File: config.mk
export PLATFORM = sky130hd
export DESIGN_NAME = hll_dma_read_scheduler
export DESIGN_NICKNAME = d
export VERILOG_FILES = /design/src/rtl/hll_pkg.sv /design/src/rtl/hll_chunk_calc.sv /design/src/rtl/hll_dma_read_scheduler.sv
export SDC_FILE = /design/constraint.sdc
export NUM_CORES = 1
export LEC_CHECK = 0
export BUFFER_PORTS_ARGS = -buffer_cell sky130_fd_sc_hd__buf_2
export CORE_MARGIN = 5
export CORE_UTILIZATION = 57
export DETAILED_ROUTE_END_ITERATION = 7
export PLACE_DENSITY_LB_ADDON = 0.2
export SLEW_MARGIN = 5
export SYNTH_ARGS = -nofsm -noshare
export SYNTH_HDL_FRONTEND = slang
export SYNTH_SLANG_ARGS = --single-unit
File: constraint.sdc
create_clock -name user_clk -period 14.4 [get_ports user_clk]
set_clock_uncertainty 0.2 [all_clocks]
set_input_delay 2.16 -clock user_clk [delete_from_list [all_inputs] [get_ports user_clk]]
set_output_delay 2.16 -clock user_clk [all_outputs]
set_load 0.01 [all_outputs]
File: src/rtl/hll_pkg.sv
// Shared types for the HyperLogLog DMA read path: scheduler states and the
// DMA read-command packing.
package hll_pkg;

  localparam int BEAT_BYTES = 64;

  typedef enum logic [1:0] {
    IDLE,
    ISSUE,
    DRAIN,
    DONE
  } hll_sched_state_t;

  typedef struct packed {
    logic [31:0] length;
    logic [63:0] address;
  } dma_cmd_t;

endpackage

File: src/rtl/hll_chunk_calc.sv
// Next command length: smallest of the bytes left in the job, the per-command cap,
// and the room before the next page boundary.
module hll_chunk_calc #(
  parameter int MAX_CHUNK_BYTES = 1024,
  parameter int PAGE_BYTES      = 4096,
  parameter int PW              = $clog2(PAGE_BYTES)
) (
  input  logic [PW-1:0] cur_off_i,
  input  logic [31:0]   remaining_i,
  output logic [32:0]   chunk_o
);

  logic [32:0] page_room;
  logic [32:0] rem_ext;
  logic [32:0] max_ext;

  always_comb begin
    page_room = 33'(PAGE_BYTES) - 33'(cur_off_i);
    rem_ext   = {1'b0, remaining_i};
    max_ext   = 33'(MAX_CHUNK_BYTES);
    chunk_o   = rem_ext;
    if (max_ext < chunk_o) chunk_o = max_ext;
    if (page_room < chunk_o) chunk_o = page_room;
  end

endmodule

File: src/rtl/hll_dma_read_scheduler.sv
// Splits one host-memory read job into page-safe DMA read commands, throttled by
// a credit count of issued-but-unreceived bytes; pulses done once all data is back.
module hll_dma_read_scheduler
  import hll_pkg::*;
#(
  parameter int MAX_CHUNK_BYTES = 1024,
  parameter int PAGE_BYTES      = 4096,
  parameter int MAX_OUTST_BYTES = 8192
) (
  input  logic        user_clk,
  input  logic        user_rst,
  input  logic        s_job_valid,
  output logic        s_job_ready,
  input  logic [63:0] s_job_addr,
  input  logic [31:0] s_job_len,
  output logic        m_cmd_valid,
  input  logic        m_cmd_ready,
  output logic [63:0] m_cmd_address,
  output logic [31:0] m_cmd_length,
  input  logic        s_beat,
  output logic        busy,
  output logic        done,
  output logic [31:0] cmd_count,
  output logic [31:0] beat_count,
  output logic        err_spurious
);

  localparam int          PW        = $clog2(PAGE_BYTES);
  localparam logic [32:0] MaxOutst  = 33'(MAX_OUTST_BYTES);
  localparam logic [32:0] BeatBytes = 33'(BEAT_BYTES);

  hll_sched_state_t state_q, state_d;
  logic [63:0] cur_addr_q, cur_addr_d;
  logic [31:0] remaining_q, remaining_d;
  logic [32:0] outst_q, outst_d;
  logic        cmd_valid_q, cmd_valid_d;
  dma_cmd_t    cmd_q, cmd_d;
  logic [31:0] cmd_count_q, cmd_count_d;
  logic [31:0] beat_count_q, beat_count_d;
  logic        err_q, err_d;
  logic [32:0] chunk;
  logic        cmd_hs;

  hll_chunk_calc #(
    .MAX_CHUNK_BYTES(MAX_CHUNK_BYTES),
    .PAGE_BYTES     (PAGE_BYTES),
    .PW             (PW)
  ) u_chunk (
    .cur_off_i  (cur_addr_q[PW-1:0]),
    .remaining_i(remaining_q),
    .chunk_o    (chunk)
  );

  assign cmd_hs        = cmd_valid_q && m_cmd_ready;
  assign busy          = (state_q == ISSUE) || (state_q == DRAIN);
  assign done          = (state_q == DONE);
  assign s_job_ready   = (state_q == IDLE);
  assign m_cmd_valid   = cmd_valid_q;
  assign m_cmd_address = cmd_q.address;
  assign m_cmd_length  = cmd_q.length;
  assign cmd_count     = cmd_count_q;
  assign beat_count    = beat_count_q;
  assign err_spurious  = err_q;

  always_comb begin
    // NOTE: every _d takes its held value first, so no path through this block infers a latch.
    state_d      = state_q;
    cur_addr_d   = cur_addr_q;
    remaining_d  = remaining_q;
    outst_d      = outst_q;
    cmd_valid_d  = cmd_valid_q;
    cmd_d        = cmd_q;
    cmd_count_d  = cmd_count_q;
    beat_count_d = beat_count_q;
    err_d        = err_q;

    // A beat with no credit outstanding is data we never asked for.
    if (s_beat) begin
      if (outst_q == '0) begin
        err_d = 1'b1;
      end else begin
        outst_d = outst_q - BeatBytes;
        if (busy) beat_count_d = beat_count_q + 32'd1;
      end
    end
    if (cmd_hs) outst_d = outst_d + {1'b0, cmd_q.length};

    unique case (state_q)
      IDLE: begin
        if (s_job_valid) begin
          cur_addr_d   = s_job_addr;
          remaining_d  = s_job_len;
          cmd_count_d  = '0;
          beat_count_d = '0;
          state_d      = (s_job_len == '0) ? DONE : ISSUE;
        end
      end
      ISSUE: begin
        if (cmd_hs) begin
          cur_addr_d  = cur_addr_q + 64'(cmd_q.length);
          remaining_d = remaining_q - cmd_q.length;
          cmd_count_d = cmd_count_q + 32'd1;
          cmd_valid_d = 1'b0;
          if (remaining_d == '0) state_d = DRAIN;
        end else if (!cmd_valid_q && (outst_q + chunk) <= MaxOutst) begin
          cmd_valid_d   = 1'b1;
          cmd_d.address = cur_addr_q;
          cmd_d.length  = chunk[31:0];
        end
      end
      DRAIN: begin
        if (outst_q == '0) state_d = DONE;
      end
      DONE: begin
        state_d = IDLE;
      end
      default: state_d = IDLE;
    endcase
  end

  always_ff @(posedge user_clk) begin
    // NOTE: sequential state uses non-blocking assignment only, so every register samples pre-edge values.
    if (user_rst) begin
      state_q      <= IDLE;
      cur_addr_q   <= '0;
      remaining_q  <= '0;
      outst_q      <= '0;
      cmd_valid_q  <= 1'b0;
      cmd_q        <= '0;
      cmd_count_q  <= '0;
      beat_count_q <= '0;
      err_q        <= 1'b0;
    end else begin
      state_q      <= state_d;
      cur_addr_q   <= cur_addr_d;
      remaining_q  <= remaining_d;
      outst_q      <= outst_d;
      cmd_valid_q  <= cmd_valid_d;
      cmd_q        <= cmd_d;
      cmd_count_q  <= cmd_count_d;
      beat_count_q <= beat_count_d;
      err_q        <= err_d;
    end
  end

endmodule

==> results.md, run 1 <==
- Clk sink count: about 290
- CP arrival: 9060 ps
- Final layout net count: 3041
- Clk Latency, worst-skew pair: 530 ps
- Vias in the first global route: 19.4k
- Clk pwr share: around 20%
- ANT nets after route: 0
- Critical path class: flop to flop
- Cell variety after synth: 86
- Largest family of logic cells by synthesized area: compound AO/OA/AOI/OAI gates
- Syn Area/Cell: 7.91 µm²
- Share of layout cells above drive strength 1: 13.2%
- HP Class: flop to flop
- CTS H-tree depth: 2
- Critical path required time: approximately 15000 ps
- Row count: 69
- Via density: roughly 6.3
- CTS tree: yes
- # Max-Cap Violations: 0
- Pin count of the biggest net entering global routing: 100
- Wirelength per Cell: 20.5 µm
- Die Area: 0.0398 mm²
- CP endpoint kind: flop
- Routed wire length: 67100 µm
- Clk slew on worst S/H paths: around 60 ps
- Number of buffers and inverters on the critical path: 3
- Net switching power: roughly 2.0 mW
- Chip Width: 199 µm
- Die span in y: 199 µm
- Detailed placement HPWL: 49800 µm
- Overflow after GRT: 0
- Most common cell after layout, fill and taps aside: dfxtp_1
- CTS Buffer Depth: 3
- CTS buffer count: 34
- Global-route wire length before repair: 104000 µm
- Via count: 20.6k
- Power Density: 191 mW/mm²
- Synth Area in Compound Gates: 24.8%
- Synth Area in Adders: 9.45%
- Final setup violating endpoints: 0
- Crit path top cell by count: a21o_1
- Main flop type after synthesis: dfxtp_1
- First-pass DRT Iterations: 5
- Max VDD drop: 0.122 mV
- Status: complete, no violations
- Async set-reset flop share out of synthesis: 0%
- Final Hold Viols: 0
- Root Driver: clkbuf_16
- Commonest non-fill, non-tap cells in the layout: dfxtp_1, buf_2, a21oi_1
- Seq/Total Area, Yosys: 28.7%
- Drt drc: 0
- Port Buffers: ~270
- Cell leakage power: 10.5 nW
- Post-synthesis cell count: 2587
- Synth Area in XOR/XNOR: 8.05%
- Final Slew Violations: 0
- Gr usage total: 32.1%
- Crit-path slowest cell: a211oi_1
- Post-Synth Simple-Gate Area: 21.9%
- Initial Util: between 50% and 60%
- Top achievable clock speed: 114 MHz
- Post-Synthesis Cell Area: 0.0205 mm²
- # IOs: 266
- Cell-internal power: 2.39 mW
- RSZ-0062 raised after global routing: false
- Ys Warns: 0
- Antenna violations before repair: 3
- Switching share of power: 46.1%
- Crit-path max cell delay: roughly 1000 ps
- Worst Tran Pin Value: 1390 ps
- Sequential Power Share: a little under a quarter
- Cell family with the largest share of critical-path delay: compound AO/OA/AOI/OAI gates
- Period utilization: between 60% and 70%
- Number of hold buffers added after CTS: 0
- DRT iter0 DRCs: 1655
- Worst-path fanout max: 99
- Crit path launch type: flop
- Post-CTS sizing: 0
- Power Total: ~4.4 mW
- GP Congestion: 0.991
- Filler cells: 3091
- Synth-to-layout area growth: 13.7%
- Slew margin rel.: 6.80%
- Tmin final: ~9000 ps
- Flops & latches, synth: 293
- EDFF count, synth: 0
- Core area: 0.0355 mm²
- Setup bufs post-CTS: 0
- Multiplexer share of the synthesized area: 2.95%
- Setup TNS: 0 ps
- Gate power share: 56.3%
==> routing by layer <==
| layer | wire length, µm | global-route usage (%) | part of all wire [%] | vias up |
|---|---|---|---|---|
| li1 | - | - | - | 9901 |
| met1 | 29300 | 44.6 | 44 | 9705 |
| met2 | 29800 | 50.3 | 44 | 808 |
| met3 | 5260 | 4.65 | 7.8 | 156 |
| met4 | 2710 | 13.3 | 4.0 | 2 |
| met5 | 13 | 0 | 0.019 | - |
==> path summary, 6_finish.rpt <==
kind	from	to	slack (ps)	depth (start not counted)
worst min register to register	m_cmd_address[16]$_SDFFE_PP0P_	m_cmd_address[16]$_SDFFE_PP0P_	270	1
worst min-delay path	m_cmd_address[16]$_SDFFE_PP0P_	m_cmd_address[16]$_SDFFE_PP0P_	270	1
worst max-delay path	remaining_q[24]$_SDFFE_PP0P_	m_cmd_address[49]$_SDFFE_PP0P_	5620	30
worst max register to register	remaining_q[24]$_SDFFE_PP0P_	m_cmd_address[49]$_SDFFE_PP0P_	5620	30
==> metrics by stage <==
step	cell area (µm²)	worst slack, ps	std cells	hold WS, ps	utilization (%)
2_1_floorplan	20500	7720	2606	244	-
3_3_place_gp	22100	6080	3213	253	62.3
3_5_place_dp	22100	5860	3213	257	62.3
4_1_cts	23200	5800	3273	271	65.5
5_1_grt	23300	5080	3275	284	65.5
6_report	23300	5620	3275	266	65.5
==> flip-flops by register name (all words and copies together) (netlist names) <==
signal         flops
m_cmd_valid        1
err_spurious       1
cmd_count         32
m_cmd_length      32
outst_q           33
m_cmd_address     64
remaining_q       32
state_q            2
beat_count        32
cur_addr_q        64
==> cells by family after synthesis <==
logic type                 count (synthesis)
and+or+nand+nor                          901
AOI/OAI and AO/OA                        769
DFF                                      293
adders and majority gates                152
other                                      2
xor gates and xnor gates                 188
buffers and inverters                    222
muxes                                     60
==> power groups by stage <==
stage / clock, mW / sequential [mW] / combinational [mW]
after floorplan: 0 / 1.01 / 1.87
after global placement: 0 / 1.06 / 2.39
after detailed placement: 0 / 1.06 / 2.43
after CTS: 0.902 / 1.04 / 2.45
after global routing: 0.933 / 1.06 / 2.75
final: 0.891 / 1.05 / 2.49
==> worst reg2reg max path: cells and delay by family, from the launching register on <==
kind                       cells  cell delay (ps)
AOI/OAI and AO/OA             14             3570
xor gates and xnor gates       1              120
adders and majority gates      3              970
buffers and inverters          3             1070
DFF                            1              320
and+or+nand+nor                9             2470
==> Yosys cell counts, drive strengths merged (6+ instances only) <==
master,count,area [µm²]
a211oi,59,443
nor3,84,420
clkbuf,123,462
a211o,11,96.3
a31oi,16,113
o2bb2ai,6,52.6
or3,20,125
nand2b,23,144
o31ai,24,180
buf,15,65.1
and2,22,138
a31o,72,631
a21o,67,503
o21a,23,173
or2,6,37.5
a2111oi,12,105
nor4,32,221
dfxtp,293,5870
ha,148,1850
mux2i,57,571
o21bai,17,128
and4,15,131
a21oi,260,1310
inv,84,315
o21ai,110,551
o31a,8,70.1
xnor2,86,753
nor2b,17,106
nor2,232,886
a311oi,7,61.3
and3,93,582
o211ai,7,52.6
a221oi,35,307
nand3,73,365
xor2,102,893
nand4,41,257
nand2,215,807
==> layout make-up <==
cell class | instances | area, µm² | area share (%)
flip-flops and latches | 293 | 5870 | 25.2
diodes | 2 | 5.00 | 0.0215
clock buffers | 44 | 960 | 4.13
well taps | 461 | 577 | 2.48
clock inverters | 16 | 183 | 0.786
inverters | 84 | 318 | 1.37
repair buffers | 284 | 1470 | 6.33
multi-input cells | 2091 | 13900 | 59.7
Note: power is estimated with default switching activity, not from simulation.
==> run 2, diff against run 1 <==
Settings changed: CORE_UTILIZATION 57 to 54.
Clock period 14.4 ns to 7.55 ns, I/O delays scaled along.
==> run 2 against run 1 <==
  * Sequential power up 90%
  * Via count grew 0.39%
  * Final area grew 0.48%
  * Sequential share of layout area fell by 0.12 points
  * Clock power grew 84%
  * Critical path type unchanged
==> results.md, run 2 (synthesized netlist as in run 1, its figures left out) <==
- Die span in y: 205 µm
- Final layout net count: ~3.0k
- CP endpoint kind: flop
- Row count: 71
- Power Density: 362 mW/mm²
- Tmin final: around 7200 ps
- Filler cells: between 3k and 4k
- # IOs: 266
- Pin count of the biggest net entering global routing: 123
- Drt drc: 0
- Via density: 6.21
- Core area: roughly 0.037 mm²
- Clk Latency, worst-skew pair: about 540 ps
- Placed cells: between 3k and 4k
- Global-route wire length before repair: 105000 µm
- Port Buffers: around 270
- Final setup violating endpoints: 0
- GP Congestion: ~1.0
- Initial Util: between 50% and 60%
- Overflow after GRT: 0
- Status: complete, no violations
- Reg2Reg Setup Slack: 400 ps
- Vias in the first global route: between 15k and 20k
- Die Area: roughly 0.042 mm²
- Cell leakage power: 10.5 nW
- Chip Width: 205 µm
- Detailed placement HPWL: between 50000 and 60000 µm
- CTS Buffer Depth: 3
- Worst Tran Pin Value: about 1200 ps
- CTS tree: yes
- Crit-path slowest cell: o41ai_1
- Period utilization: about 95%
- Critical path required time: 7770 ps
- Finished Layout Cells: 3327
- Antenna violations before repair: 2
- HP Class: flop to flop
- Routed wire length: 67400 µm
- Final Slew Violations: 0
- Wirelength per Cell: about 20 µm
- Via count: 20.7k
- Clk sink count: 293
- Crit path launch type: flop
- Final core utilization: between 60 and 70%
- Gr usage total: 30.7%
- Top achievable clock speed: 140 MHz
- Share of layout cells above drive strength 1: 13.5%
- Slew margin rel.: between 10% and 20%
- DRT iter0 DRCs: 1735
- # Max-Cap Violations: 0
- CTS H-tree depth: 2
- First-pass DRT Iterations: 6
- Crit-path max cell delay: 420 ps
- CTS buffer count: 34
- Critical path class: flop to flop
- Number of hold buffers added after CTS: 0
- Clk slew on worst S/H paths: about 60 ps
- Most common cell after layout, fill and taps aside: dfxtp_1
- ANT nets after route: 0
- Max VDD drop: 0.299 mV
- CP arrival: 7380 ps
- Synth-to-layout area growth: 14.2%
- Worst-path fanout max: 74
- Commonest non-fill, non-tap cells in the layout: dfxtp_1, buf_2, a21oi_1
- Crit path top cell by count: a21o_1
- Root Driver: clkbuf_16
- Final Hold Viols: 0
-- run 2: cell types whose count changed in the layout (fill, tap and decap cells not counted), moves of 3 or more --
cell / delta
a211oi_1: -3
a211oi_2: +3
clkinv_2: -5
nor4_1: -3
nor4_2: +3
-- run 2: repair_timing --
action                                  in CTS  in global routing
endpoints found under the setup margin       0                 97
buffers inserted                             0                  1
gates resized for setup                      0                  9
-- run 2: metal layers --
metal,track usage (%),vias to the layer above,share of wire (%)
met4,11.1,0,3.7
met1,43.0,9810,45
li1,-,9894,-
met3,4.07,136,6.9
met5,0,-,0
met2,48.8,812,44
-- run 2: through the flow --
stage               setup slack, ps  cell area [µm²]  hold WS, ps  setup TNS (ps)  power [mW]
floorplan                       873            20500          244               0        5.50
CTS                            37.7            23300          270               0        8.34
global placement                215            22200          253               0        6.60
finish                          396            23400          268               0        8.45
detailed placement             81.2            22200          257               0        6.67
global route                  -21.1            23400          278           -61.9        9.05
-- run 2: final cells by class --
type	instances	area, µm²	area share, %
Clock buffer	45	973	4.17
Clock inverter	12	124	0.530
Inverter	84	318	1.36
Antenna cell	3	7.51	0.0321
Timing Repair Buffer	288	1530	6.55
Multi-Input combinational cell	2091	13900	59.5
Tap cell	511	639	2.74
Sequential cell	293	5870	25.1
-- run 2: worst max-delay path, delay by kind of cell, from the launching register on --
kind | cells | cell delay, ps
AOI/OAI and AO/OA | 14 | 2790
xor gates and xnor gates | 1 | 130
buffers and inverters | 5 | 950
DFF | 1 | 330
adders and majority gates | 3 | 870
and+or+nand+nor | 8 | 1630
-- run 2: where the power goes --
part	internal (mW)	total [mW]	switching, mW
combinational	1.82	4.82	2.99
clock	0.947	1.64	0.693
sequential	1.74	2.00	0.255
-- run 2: final timing paths --
kind	from	to	depth (start not counted)
max	remaining_q[17]$_SDFFE_PP0P_	m_cmd_address[17]$_SDFFE_PP0P_	31
min reg2reg	m_cmd_address[14]$_SDFFE_PP0P_	m_cmd_address[14]$_SDFFE_PP0P_	1
min	m_cmd_address[14]$_SDFFE_PP0P_	m_cmd_address[14]$_SDFFE_PP0P_	1
max reg2reg	remaining_q[17]$_SDFFE_PP0P_	m_cmd_address[17]$_SDFFE_PP0P_	31
==> run 3, diff against run 2 <==
Settings changed: CELL_PAD_IN_SITES_DETAIL_PLACEMENT set to 0, CELL_PAD_IN_SITES_GLOBAL_PLACEMENT set to 1, CORE_UTILIZATION 54 to 40.
==> run 3 against run 2 <==
  * Clock power up 13%
  * Largest power group unchanged
  * Core utilization down 15 points
  * Combinational power about the same
==> results.md, run 3 (synthesized netlist as in run 1, its figures left out) <==
- Core area: roughly 0.050 mm²
- Drt drc: 0
- Crit path top cell by count: a21o_1
- Pre-CTS WS: -260 ps
- CTS Buffer Depth: 3
- Most common cell after layout, fill and taps aside: dfxtp_1
- Crit-path slowest cell: o41a_1
- # IOs: 266
- Via density: 5.81
- Final layout net count: approximately 3k
- CTS H-tree depth: 2
- Number of hold buffers added after CTS: 0
- ANT nets after route: 0
- Max VDD drop: 0.211 mV
- Status: complete, no violations
- Power Density: 365 mW/mm²
- Sequential Power Share: 23.2%
- Tmin final: 7090 ps
- Worst-path fanout max: 40
- Die Area: 0.0558 mm²
- CP endpoint kind: flop
- Clk sink count: 293
- Share of layout cells above drive strength 1: 14.2%
- Die span in y: ~240 µm
- Cell leakage power: 10.6 nW
- Number of buffers and inverters on the critical path: 4
- CTS buffer count: 38
- Root Driver: clkbuf_16
- Slew margin rel.: a little over a tenth
- Wirelength per Cell: 20.6 µm
- Cell family with the largest share of critical-path delay: compound AO/OA/AOI/OAI gates
- Final Hold Viols: 0
- Critical path class: flop to flop
- Period utilization: 93.8%
- Gr usage total: 24.3%
- Finished Layout Cells: 3504
- Reg2Reg Setup Slack: 460 ps
- Synth-to-layout area growth: 16.6%
- Routed wire length: 72200 µm
- Global-route wire length before repair: 111000 µm
- Switching share of power: 45.9%
- Detailed placement HPWL: 54200 µm
- Via count: 20.4k
- Vias in the first global route: 19.4k
- Clk slew on worst S/H paths: 60 ps
- Crit-path max cell delay: about 440 ps
- Final Slew Violations: 0
- Initial Util: 40.6%
- DRT iter0 DRCs: 1611
- Critical path required time: 7830 ps
- RSZ-0062 raised after global routing: false
- Commonest non-fill, non-tap cells in the layout: dfxtp_1, buf_2, a21oi_1
- Clk pwr share: about a fifth
- Clk Latency, worst-skew pair: roughly 540 ps
- Top achievable clock speed: 141 MHz
- Overflow after GRT: 0
- HP Class: flop to flop
- Chip Width: 236 µm
- Fin worst setup slack: 464 ps
- Worst Tran Pin Value: 1330 ps
- Crit path launch type: flop
- CP arrival: 7360 ps
- Row count: between 80 and 90
- Antenna violations before repair: 1
- Net switching power: 3.99 mW
- Gate power share: between 50 and 60%
- Cell-internal power: 4.70 mW
- Final setup violating endpoints: 0
- CTS tree: yes
- # Max-Cap Violations: 0
- Pin count of the biggest net entering global routing: 89
- First-pass DRT Iterations: 5
- Port Buffers: 265
- Placed cells: 3431
- GP Congestion: slightly above 0.9
run 3: changes by cell type in the layout (fill, tap and decap cells not counted), sizes merged:
cell      change
bufinv        +3
inv           +2
clkinvlp      +1
clkinv        -1
diode         -2
buf           +7
clkbuf        +6
run 3: worst paths after layout:
path                                               startpoint                            end  cells after the start
worst max register to register   remaining_q[24]$_SDFFE_PP0P_  m_cmd_address[7]$_SDFFE_PP0P_                     31
worst min register to register  m_cmd_address[3]$_SDFFE_PP0P_  m_cmd_address[3]$_SDFFE_PP0P_                      1
worst min-delay path            m_cmd_address[3]$_SDFFE_PP0P_  m_cmd_address[3]$_SDFFE_PP0P_                      1
worst max-delay path             remaining_q[24]$_SDFFE_PP0P_  m_cmd_address[7]$_SDFFE_PP0P_                     31
run 3: stage by stage:
step	instance area [µm²]	setup TNS (ps)	hold slack [ps]	util [%]	total power, mW
2_1_floorplan	20500	0	244	-	5.50
3_3_place_gp	22500	-4010	254	44.6	6.70
3_5_place_dp	22500	-19880	258	44.6	6.73
4_1_cts	23700	0	272	47.1	8.65
5_1_grt	23800	0	289	47.3	9.32
6_report	23800	0	266	47.3	8.70
run 3: timing repair:
item | 4_1_cts | 5_1_grt
endpoints found under the setup margin | 96 | 97
pin swaps | 0 | 6
setup buffers | 0 | 4
resized for setup | 3 | 11
cloned | 0 | 1
run 3: area by class of cell:
class,instances,area [µm²]
Clock inverter,17,219
Inverter,84,318
Timing Repair Buffer,296,1610
Clock buffer,50,1060
Tap cell,672,841
Fill cell,5011,26500
Antenna cell,1,2.50
Sequential cell,293,5870
Multi-Input combinational cell,2091,13900
run 3: layer usage:
metal | track usage, % | share of wire (%) | vias up
met3 | 3.41 | 5.9 | 90
met5 | 0 | 0 | -
met1 | 34.6 | 47 | 9697
met4 | 6.25 | 2.6 | 0
li1 | - | - | 9948
met2 | 39.0 | 45 | 615
run 3: power groups by stage:
stage / clock, mW / combinational, mW / sequential [mW]
final: 1.85 / 4.83 / 2.01
after detailed placement: 0 / 4.69 / 2.04
after CTS: 1.90 / 4.74 / 2.00
after global routing: 1.96 / 5.32 / 2.04
after global placement: 0 / 4.67 / 2.03
after floorplan: 0 / 3.57 / 1.93
